[src/rtl/imem_arb_pkg.sv]
// Shared types, default geometry and the address legality check for the
// instruction-memory arbiter.
package imem_arb_pkg;

    typedef enum logic {
        IDLE = 1'b0,
        BUSY = 1'b1
    } state_t;

    typedef enum logic {
        OWN_F = 1'b0,
        OWN_D = 1'b1
    } owner_t;

    localparam logic [29:0] DEF_BASE_WORD = 30'h00100000;
    localparam int unsigned DEF_DEPTH     = 257;
    localparam int unsigned DEF_LAT       = 1;

    // Word bounds are widened to 31 bits so BASE_WORD+DEPTH-1 cannot wrap.
    function automatic logic addr_bad(input logic [31:0] addr,
                                      input logic [29:0] base_word,
                                      input int unsigned depth);
        logic [30:0] word;
        logic [30:0] lo;
        logic [30:0] hi;
        word = {1'b0, addr[31:2]};
        lo   = {1'b0, base_word};
        hi   = lo + 31'(depth) - 31'd1;
        return (addr[1:0] != 2'b00) || (word < lo) || (word > hi);
    endfunction

endpackage

[src/rtl/imem_arb_rr.sv]
// Two-way round-robin picker: a lone requester wins, a tie goes to the
// requester that did not own the previous access.
module imem_arb_rr
    import imem_arb_pkg::*;
(
    input  logic [1:0] req,
    input  owner_t     last_owner,
    output logic [1:0] grant,
    output owner_t     winner
);

    // NOTE: every output gets a default first so no path can infer a latch.
    always_comb begin
        winner = OWN_F;
        grant  = 2'b00;
        if (req == 2'b11) begin
            winner = (last_owner == OWN_F) ? OWN_D : OWN_F;
        end else if (req == 2'b10) begin
            winner = OWN_D;
        end
        if (req != 2'b00) begin
            grant = (winner == OWN_D) ? 2'b10 : 2'b01;
        end
    end

endmodule

[src/rtl/imem_arbiter.sv]
// Shares the single instruction-memory read port between fetch (F) and the
// secondary reader (D). Define IMEM_ARB_STATS_EN to build the access counters.
module imem_arbiter
    import imem_arb_pkg::*;
#(
    parameter logic [29:0] BASE_WORD = DEF_BASE_WORD,
    parameter int unsigned DEPTH     = DEF_DEPTH,
    parameter int unsigned LAT       = DEF_LAT
) (
    input  logic        clk,
    input  logic        reset,
    input  logic        f_req,
    input  logic [31:0] f_addr,
    output logic        f_gnt,
    output logic        f_valid,
    output logic [31:0] f_rdata,
    output logic        f_err,
    input  logic        d_req,
    input  logic [31:0] d_addr,
    output logic        d_gnt,
    output logic        d_valid,
    output logic [31:0] d_rdata,
    output logic        d_err,
    output logic [31:0] mem_addr,
    input  logic [31:0] mem_rdata,
    output logic        busy,
    output logic [31:0] stat_f_cnt,
    output logic [31:0] stat_d_cnt,
    output logic [31:0] stat_conflict_cnt
);

    localparam logic [3:0] LAT_CNT = 4'(LAT);

    state_t      state;
    owner_t      owner;
    owner_t      last_owner;
    owner_t      winner;
    logic [3:0]  cnt;
    logic        err_q;
    logic [1:0]  grant;
    logic        can_grant;
    logic [31:0] win_addr;
    logic [31:0] load_data;
    logic        done;

    imem_arb_rr u_rr (
        .req        ({d_req, f_req}),
        .last_owner (last_owner),
        .grant      (grant),
        .winner     (winner)
    );

    // Grants are withheld while reset is asserted so nothing is accepted then.
    assign can_grant = (state == IDLE) && !reset;
    assign f_gnt     = can_grant && grant[0];
    assign d_gnt     = can_grant && grant[1];
    assign busy      = (state == BUSY);
    assign win_addr  = (winner == OWN_D) ? d_addr : f_addr;
    assign load_data = err_q ? 32'd0 : mem_rdata;
    assign done      = (state == BUSY) && (cnt == 4'd1);

    // NOTE: sequential state uses nonblocking assignments only, so every
    // register samples the pre-edge values of the others.
    always_ff @(posedge clk or posedge reset) begin
        if (reset) begin
            state      <= IDLE;
            owner      <= OWN_F;
            last_owner <= OWN_D;
            cnt        <= 4'd0;
            err_q      <= 1'b0;
            mem_addr   <= 32'd0;
            f_valid    <= 1'b0;
            f_rdata    <= 32'd0;
            f_err      <= 1'b0;
            d_valid    <= 1'b0;
            d_rdata    <= 32'd0;
            d_err      <= 1'b0;
        end else begin
            f_valid <= 1'b0;
            d_valid <= 1'b0;
            case (state)
                IDLE: begin
                    if (grant != 2'b00) begin
                        mem_addr   <= win_addr;
                        owner      <= winner;
                        err_q      <= addr_bad(win_addr, BASE_WORD, DEPTH);
                        cnt        <= LAT_CNT;
                        last_owner <= winner;
                        state      <= BUSY;
                    end
                end
                BUSY: begin
                    cnt <= cnt - 4'd1;
                    if (cnt == 4'd1) begin
                        state <= IDLE;
                        if (owner == OWN_F) begin
                            f_valid <= 1'b1;
                            f_rdata <= load_data;
                            f_err   <= err_q;
                        end else begin
                            d_valid <= 1'b1;
                            d_rdata <= load_data;
                            d_err   <= err_q;
                        end
                    end
                end
                default: state <= IDLE;
            endcase
        end
    end

`ifdef IMEM_ARB_STATS_EN
    always_ff @(posedge clk or posedge reset) begin
        if (reset) begin
            stat_f_cnt        <= 32'd0;
            stat_d_cnt        <= 32'd0;
            stat_conflict_cnt <= 32'd0;
        end else begin
            if (done && owner == OWN_F) stat_f_cnt <= stat_f_cnt + 32'd1;
            if (done && owner == OWN_D) stat_d_cnt <= stat_d_cnt + 32'd1;
            if (state == IDLE && f_req && d_req) begin
                stat_conflict_cnt <= stat_conflict_cnt + 32'd1;
            end
        end
    end
`else
    logic unused_done;
    assign unused_done       = done;
    assign stat_f_cnt        = 32'd0;
    assign stat_d_cnt        = 32'd0;
    assign stat_conflict_cnt = 32'd0;
`endif

endmodule

[config.mk]
export PLATFORM = sky130hd
export DESIGN_NAME = imem_arbiter
export DESIGN_NICKNAME = d
export VERILOG_FILES = /design/src/rtl/imem_arb_pkg.sv /design/src/rtl/imem_arb_rr.sv /design/src/rtl/imem_arbiter.sv
export SDC_FILE = /design/constraint.sdc
export NUM_CORES = 1
export LEC_CHECK = 0
export ABC_CLOCK_PERIOD_IN_PS = 3800
export CAP_MARGIN = 20
export CORE_MARGIN = 1.5
export CORE_UTILIZATION = 35
export DETAILED_ROUTE_END_ITERATION = 6
export DONT_BUFFER_PORTS = 1
export PLACE_DENSITY_LB_ADDON = 0.2
export SETUP_SLACK_MARGIN = 0.2
export SYNTH_ARGS = -nofsm -noshare
export SYNTH_HDL_FRONTEND = slang
export SYNTH_SLANG_ARGS = --single-unit
[constraint.sdc]
create_clock -name clk -period 3.8 [get_ports clk]
set_clock_uncertainty 0.2 [all_clocks]
set_input_delay 0.76 -clock clk [delete_from_list [all_inputs] [get_ports clk]]
set_output_delay 0.76 -clock clk [all_outputs]
set_load 0.01 [all_outputs]
Yosys cells after proc, flatten, opt, wreduce, memory -nomap -nowiden
Index checks and enable logic that the tools add are counted.
- input bits: 100
- logic and storage cells: 51
- register bits after elaboration: 108
- multiplexer cells: 18
- add/subtract/negate cells: 1
- bitwise gates (word level): 2
- reduce and logical (&&, ||, !) cells: 12
- eq/ne operators: 4
- magnitude comparators: 2
- operators with widths (kind ; number):
    32-bit 2-to-1 mux ; 2
    30-bit by 21-bit greater-than comparator with 1-bit output (second input constant) ; 1
    30-bit by 21-bit less-than comparator with 1-bit output (second input constant) ; 1
    1-bit 2-to-1 mux ; 11
    4-bit case mux with 2 select lines ; 1
    3-bit AND reduction ; 2
    2-bit nonzero test ; 3
    2-bit equality test (second input constant) ; 2
    4-bit by 1-bit equality test with 1-bit output (second input constant) ; 1
    2-bit 2-to-1 mux ; 2
    4-bit 2-to-1 mux ; 1
    4-bit by 1-bit subtractor with 4-bit output (second input constant) ; 1
    1-bit logical AND ; 3
    1-bit logical OR ; 2
    2-bit by 1-bit != test with 1-bit output (second input constant) ; 1
    1-bit NOT ; 2
    1-bit case mux with 2 select lines ; 1
    2-bit AND reduction ; 1
    1-bit zero test ; 1

Logic depth before layout (Yosys ltp)
- depth in word-level cells: 8
- depth in mapped cells: 8

By module
Synthesis repeated with hierarchy kept, for this count alone.
- cells, all modules: 557
- area, all modules: 5437.7 µm²
- by module, submodules not included (module ; area each (µm²) ; cells an instance ; seq. area each (µm²) ; times used):
    imem_arbiter ; 5411.4 ; 553 ; 2703.8 ; 1
    imem_arb_rr ; 26.3 ; 4 ; 0.0 ; 1

Worst setup path before layout
No wires, ideal clock.
- path type: input port to output port
- start: input d_req
- end: output f_gnt
- stages on the path: 6
- arrival: 1.546 ns
- setup slack: 1.294 ns
- cells stage by stage: nor2_1 -> or2_1 -> buf_2 -> buf_6 -> buf_6 -> nor3_2
- cells in the longest elaborated chain, start to end: 6
- elaborated cells between the ends (all ways): 8
- those cells by class: 2 x eq/ne; 4 x mux; 2 x reduce/logical
- RTL lines (element ; RTL line ; source):
    start, declared ; imem_arbiter.sv:18 ; input logic d_req,
    2-bit equality test ; imem_arb_rr.sv:18 ; end else if (req == 2'b10) begin
    1-bit 2-to-1 mux ; imem_arb_rr.sv:18 ;
    1-bit 2-to-1 mux ; imem_arb_rr.sv:16 ; if (req == 2'b11) begin
    2-bit 2-to-1 mux ; imem_arb_rr.sv:22 ; grant = (winner == OWN_D) ? 2'b10 : 2'b01;
    2-bit 2-to-1 mux * ; imem_arb_rr.sv:21 ; if (req != 2'b00) begin
    1-bit logical AND * ; imem_arbiter.sv:55 ; assign f_gnt = can_grant && grant[0];
    end, declared ; imem_arbiter.sv:14 ; output logic f_gnt,
Every way passes the cells marked *; elsewhere a longest branch is shown, timed or not.

Worst setup path in the final report
- start: register state (netlist: busy)
- end: output f_gnt
- cells in the longest elaborated chain, start to end: 3
- RTL lines (element ; RTL line ; source):
    start, declared ; imem_arbiter.sv:34 ; state_t state;
    start signal, assigned ; imem_arbiter.sv:66 ; state <= IDLE;
    start signal, assigned ; imem_arbiter.sv:89 ; state <= BUSY;
    start signal, assigned ; imem_arbiter.sv:95 ; state <= IDLE;
    1-bit NOT (no line) ; -- ;
    1-bit logical AND ; imem_arbiter.sv:54 ; assign can_grant = (state == IDLE) && !reset;
    1-bit logical AND ; imem_arbiter.sv:55 ;
Every way passes these cells.

==> results.md <==
- After synthesis, flip-flops and latches occupy 50.3% of the total area.
- Prior to clock tree synthesis, the placed netlist has a worst setup slack of roughly 1.5 ns.
- The number of antenna violations at the first check in global routing is 1.
- In this run, CTS created clock tree buffers numbering 9.
- The congestion estimate from routability-driven global placement came to between 0.8 and 0.9.
- The core area is between 0.015 and 0.02 mm^2.
- The initial core utilization is a little over a third.
- For this run, global-route usage on met2 was measured as about a quarter.
- Across all setup checks in the final design, the least slack found is approximately 1.4 ns.
- The final cell utilization of the core is between 30% and 40%.
- STA classifies the critical path endpoint as an output pin.
- The synthesized area per cell is between 9 and 10 um^2.
- Summed over all cells, the static leakage comes to between 0.002 and 0.003 uW.
- The total design power is about 3800 uW.
- The area growth from synthesis to layout is 2.63%.
- The cell area after technology mapping is about 0.0054 mm^2.
- The setup violation total in the final timing report is 0.
- The accumulated negative setup slack is 0 ns.
- The fraction of the cycle the final worst path needs is a little under two thirds.
- The worst min-delay path class is primary input to async pin.
- Buffers added to address setup during post-CTS repair amount to 0.
- The clock sink count is 108.
- The clock passes through at most 2 buffers.
- Using the TritonRoute via totals, the vias-per-cell ratio works out to ~4.7.
- The clock-pin transition on the worst setup and hold timing paths is ~0.070 ns.
- The max-cap violation count is 0.
- In this run the tightest slew margin relative to its limit is between 40% and 50%.
- The number of hold buffers added after CTS was 0.
- For this run, the post-layout net count is about 650.
- Setup repair after global routing left no endpoint under its margin.
- The total wire length after detailed routing is ~12,000 um.
- In this run the power density over the cells is 688 mW/mm^2.
- The clock insertion delay at the later pin of the skew report is 0.35 ns.
- The TritonCTS clock tree is done.
- Static timing analysis puts the maximum clock frequency at a little over 400 MHz.
- The layer flagged by global routing as most heavily used is met2.
- The final route contains around 3,500 vias.
- The post-route netlist has around 6.5% of its cells at a drive strength greater than 1.
- The register bit count reported by yosys is 108.
- The placement row count is between 40 and 50.
- The number of global-route vias before repair is about 3,400.
- The run finished with clean final reports.
- The met1 track utilization from global routing is 17.3%.
- In this run the remaining antenna-violating nets after routing total 0.
- The overall overflow remaining after global route is 0.
- The critical path is of the flip-flop to output pin type.
- The worst reg-to-reg path cell count is 7.
- The number of hold violations in the final report was 0.
- The wire-length estimate of the detail-placed layout is a little over 9000 um.
- Gates resized during post-CTS repair numbered 0.
- The peak supply drop is between 200 and 300 uV.
- The number of distinct library cell variants in the gate-level netlist after synthesis is 36.
- At the worst endpoint, the required time is approximately 2.8 ns.
- The worst path needs between 2 and 2.5 ns of the cycle, external delays included.
- The initial DRC count is 177.
- During synthesis, Yosys emitted a total of 0 warnings.
- The count of buffers inserted at the top-level ports is 0.
- The global-route wire length before repair is roughly 19,000 um.
- The floorplan die area is approximately 0.016 mm^2.
- The maximum fanout along the worst path is 13.
- The count of pins on the block boundary is around 300.
- Entering global routing, the biggest net connects between 60 and 70 pins.
- For this run, design rule violations remaining after detail routing come to 0.
- The worst endpoint data arrival time is 1.46 ns.
- The worst setup path is launched from a flip-flop.
- At the pin with the least slew margin, the transition time is just under 0.9 ns.
- The cell count after synthesis is 556.
- The global-route total usage across every layer is 15.0%.
- Dividing the detail-routed wire length by the instance count gives around 16 um.
- The number of slew-limit violations in the final report is 0.
- The total of fill cells in the finished design is approximately 1,600.
- The die is 127 um wide.
- CTS built an H-tree with a depth of 3.
- The floorplan step set the die height to roughly 130 um.
- The global-route track usage on met3 is approximately 7.5%.
- The first detailed-routing pass ran for 4 iterations.
- The buffer cell driving the clock tree root is sky130_fd_sc_hd__clkbuf_16.
==> cells by family after synthesis <==
kind of cell / after synthesis / share of synthesized area, %
and+or+nand+nor: 170 / 15.2
buffers and inverters: 133 / 17.0
AOI/OAI and AO/OA: 108 / 10.6
DFF: 108 / 50.3
muxes: 34 / 6.37
adders and majority gates: 2 / 0.465
other: 1 / 0.0697
==> registers in the layout (all words and copies together) (netlist names) <==
name,count
f_rdata,32
d_rdata,32
last_owner,1
cnt,4
d_err,1
mem_addr,32
f_err,1
busy,1
owner,1
d_valid,1
f_valid,1
err_q,1
==> synthesized netlist by cell type <==
master / instances / share of area [%]
sky130_fd_sc_hd__a32oi_1: 1 / 0.16
sky130_fd_sc_hd__o21ai_0: 5 / 0.47
sky130_fd_sc_hd__or2_1: 1 / 0.12
sky130_fd_sc_hd__or4b_1: 1 / 0.19
sky130_fd_sc_hd__mux2_1: 2 / 0.42
sky130_fd_sc_hd__a21oi_2: 1 / 0.16
sky130_fd_sc_hd__inv_2: 1 / 0.070
sky130_fd_sc_hd__nor2b_4: 1 / 0.26
sky130_fd_sc_hd__nor3_1: 2 / 0.19
sky130_fd_sc_hd__inv_1: 6 / 0.42
sky130_fd_sc_hd__a21oi_1: 2 / 0.19
sky130_fd_sc_hd__a21bo_1: 1 / 0.19
sky130_fd_sc_hd__mux2i_1: 32 / 6.0
sky130_fd_sc_hd__nor4_1: 12 / 1.4
sky130_fd_sc_hd__nand3_1: 3 / 0.28
sky130_fd_sc_hd__and4bb_2: 1 / 0.23
sky130_fd_sc_hd__a41oi_2: 1 / 0.30
sky130_fd_sc_hd__clkbuf_1: 10 / 0.70
sky130_fd_sc_hd__o21ai_1: 96 / 8.9
sky130_fd_sc_hd__and2_1: 1 / 0.12
sky130_fd_sc_hd__dfrtp_1: 107 / 50
sky130_fd_sc_hd__a21boi_2: 1 / 0.21
sky130_fd_sc_hd__nand2_1: 102 / 7.1
sky130_fd_sc_hd__nand3b_1: 1 / 0.14
sky130_fd_sc_hd__nand4_1: 3 / 0.35
sky130_fd_sc_hd__buf_1: 1 / 0.070
sky130_fd_sc_hd__buf_6: 3 / 0.63
sky130_fd_sc_hd__buf_4: 101 / 14
sky130_fd_sc_hd__nor2_1: 4 / 0.28
sky130_fd_sc_hd__dfstp_2: 1 / 0.49
sky130_fd_sc_hd__buf_2: 11 / 1.0
sky130_fd_sc_hd__nor3_2: 1 / 0.19
sky130_fd_sc_hd__nor4b_1: 2 / 0.33
sky130_fd_sc_hd__nand2b_1: 35 / 4.1
sky130_fd_sc_hd__conb_1: 1 / 0.070
sky130_fd_sc_hd__ha_1: 2 / 0.47
==> layout make-up <==
class / instances / area (um^2) / area share (%)
clock inverter: 3 / 43.8 / 0.793
inverter: 7 / 30.0 / 0.544
tap: 188 / 235 / 4.26
multi-input combinational: 410 / 2120 / 38.5
antenna: 1 / 2.50 / 0.0453
clock buffer: 13 / 270 / 4.89
timing repair buffer: 9 / 113 / 2.04
sequential: 108 / 2700 / 49.0
==> worst paths after layout <==
path | from | to | slack (ns)
max in group asynchronous | reset | f_rdata[20] | 2.36
min in group clk | cnt[3] | cnt[3] | 0.28
min | reset | mem_addr[0] | 0.24
max reg2reg | cnt[1] | d_rdata[14] | 1.63
min reg2reg | cnt[3] | cnt[3] | 0.28
max | busy | f_gnt | 1.38
==> cell usage in the layout, fill, tap and decap left out, types with 3 or more instances in the layout <==
| cell type | count |
|---|---|
| sky130_fd_sc_hd__dfrtp_1 | 107 |
| sky130_fd_sc_hd__nand2_1 | 101 |
| sky130_fd_sc_hd__o21ai_1 | 96 |
| sky130_fd_sc_hd__conb_1 | 96 |
| sky130_fd_sc_hd__nand2b_1 | 34 |
| sky130_fd_sc_hd__mux2i_1 | 32 |
| sky130_fd_sc_hd__nor4_1 | 12 |
| sky130_fd_sc_hd__clkbuf_16 | 9 |
| sky130_fd_sc_hd__buf_4 | 6 |
| sky130_fd_sc_hd__o21ai_0 | 5 |
| sky130_fd_sc_hd__inv_1 | 5 |
| sky130_fd_sc_hd__nor2_1 | 4 |
| sky130_fd_sc_hd__nand3_1 | 3 |
| sky130_fd_sc_hd__nand4_1 | 3 |
| sky130_fd_sc_hd__clkbuf_8 | 3 |
==> critical path, cell delays in order (launching register included) <==
cell and delay, ns:
sky130_fd_sc_hd__dfrtp_1 0.36, sky130_fd_sc_hd__buf_4 0.18, sky130_fd_sc_hd__or2_2 0.33, sky130_fd_sc_hd__nor3_2 0.24
==> where the power goes <==
group	internal, uW	switching (uW)
combinational	286	487
sequential	1560	495
clock	566	408
==> metal layers <==
layer  vias to the layer above  part of all wire, %
li1                       1637                    -
met1                      1618                   39
met2                       190                   47
met3                        12                   12
met4                         0                  1.4
met5                         -                    0
==> metrics by stage <==
step	cells	hold slack, ns	cell area (um^2)
6_report	739	0.243	5520
4_1_cts	737	0.276	5490
2_1_floorplan	651	0.237	5740
5_1_grt	739	0.292	5520
3_5_place_dp	721	0.263	5180
3_3_place_gp	721	0.265	5180
(Power assumes the default switching activity.)
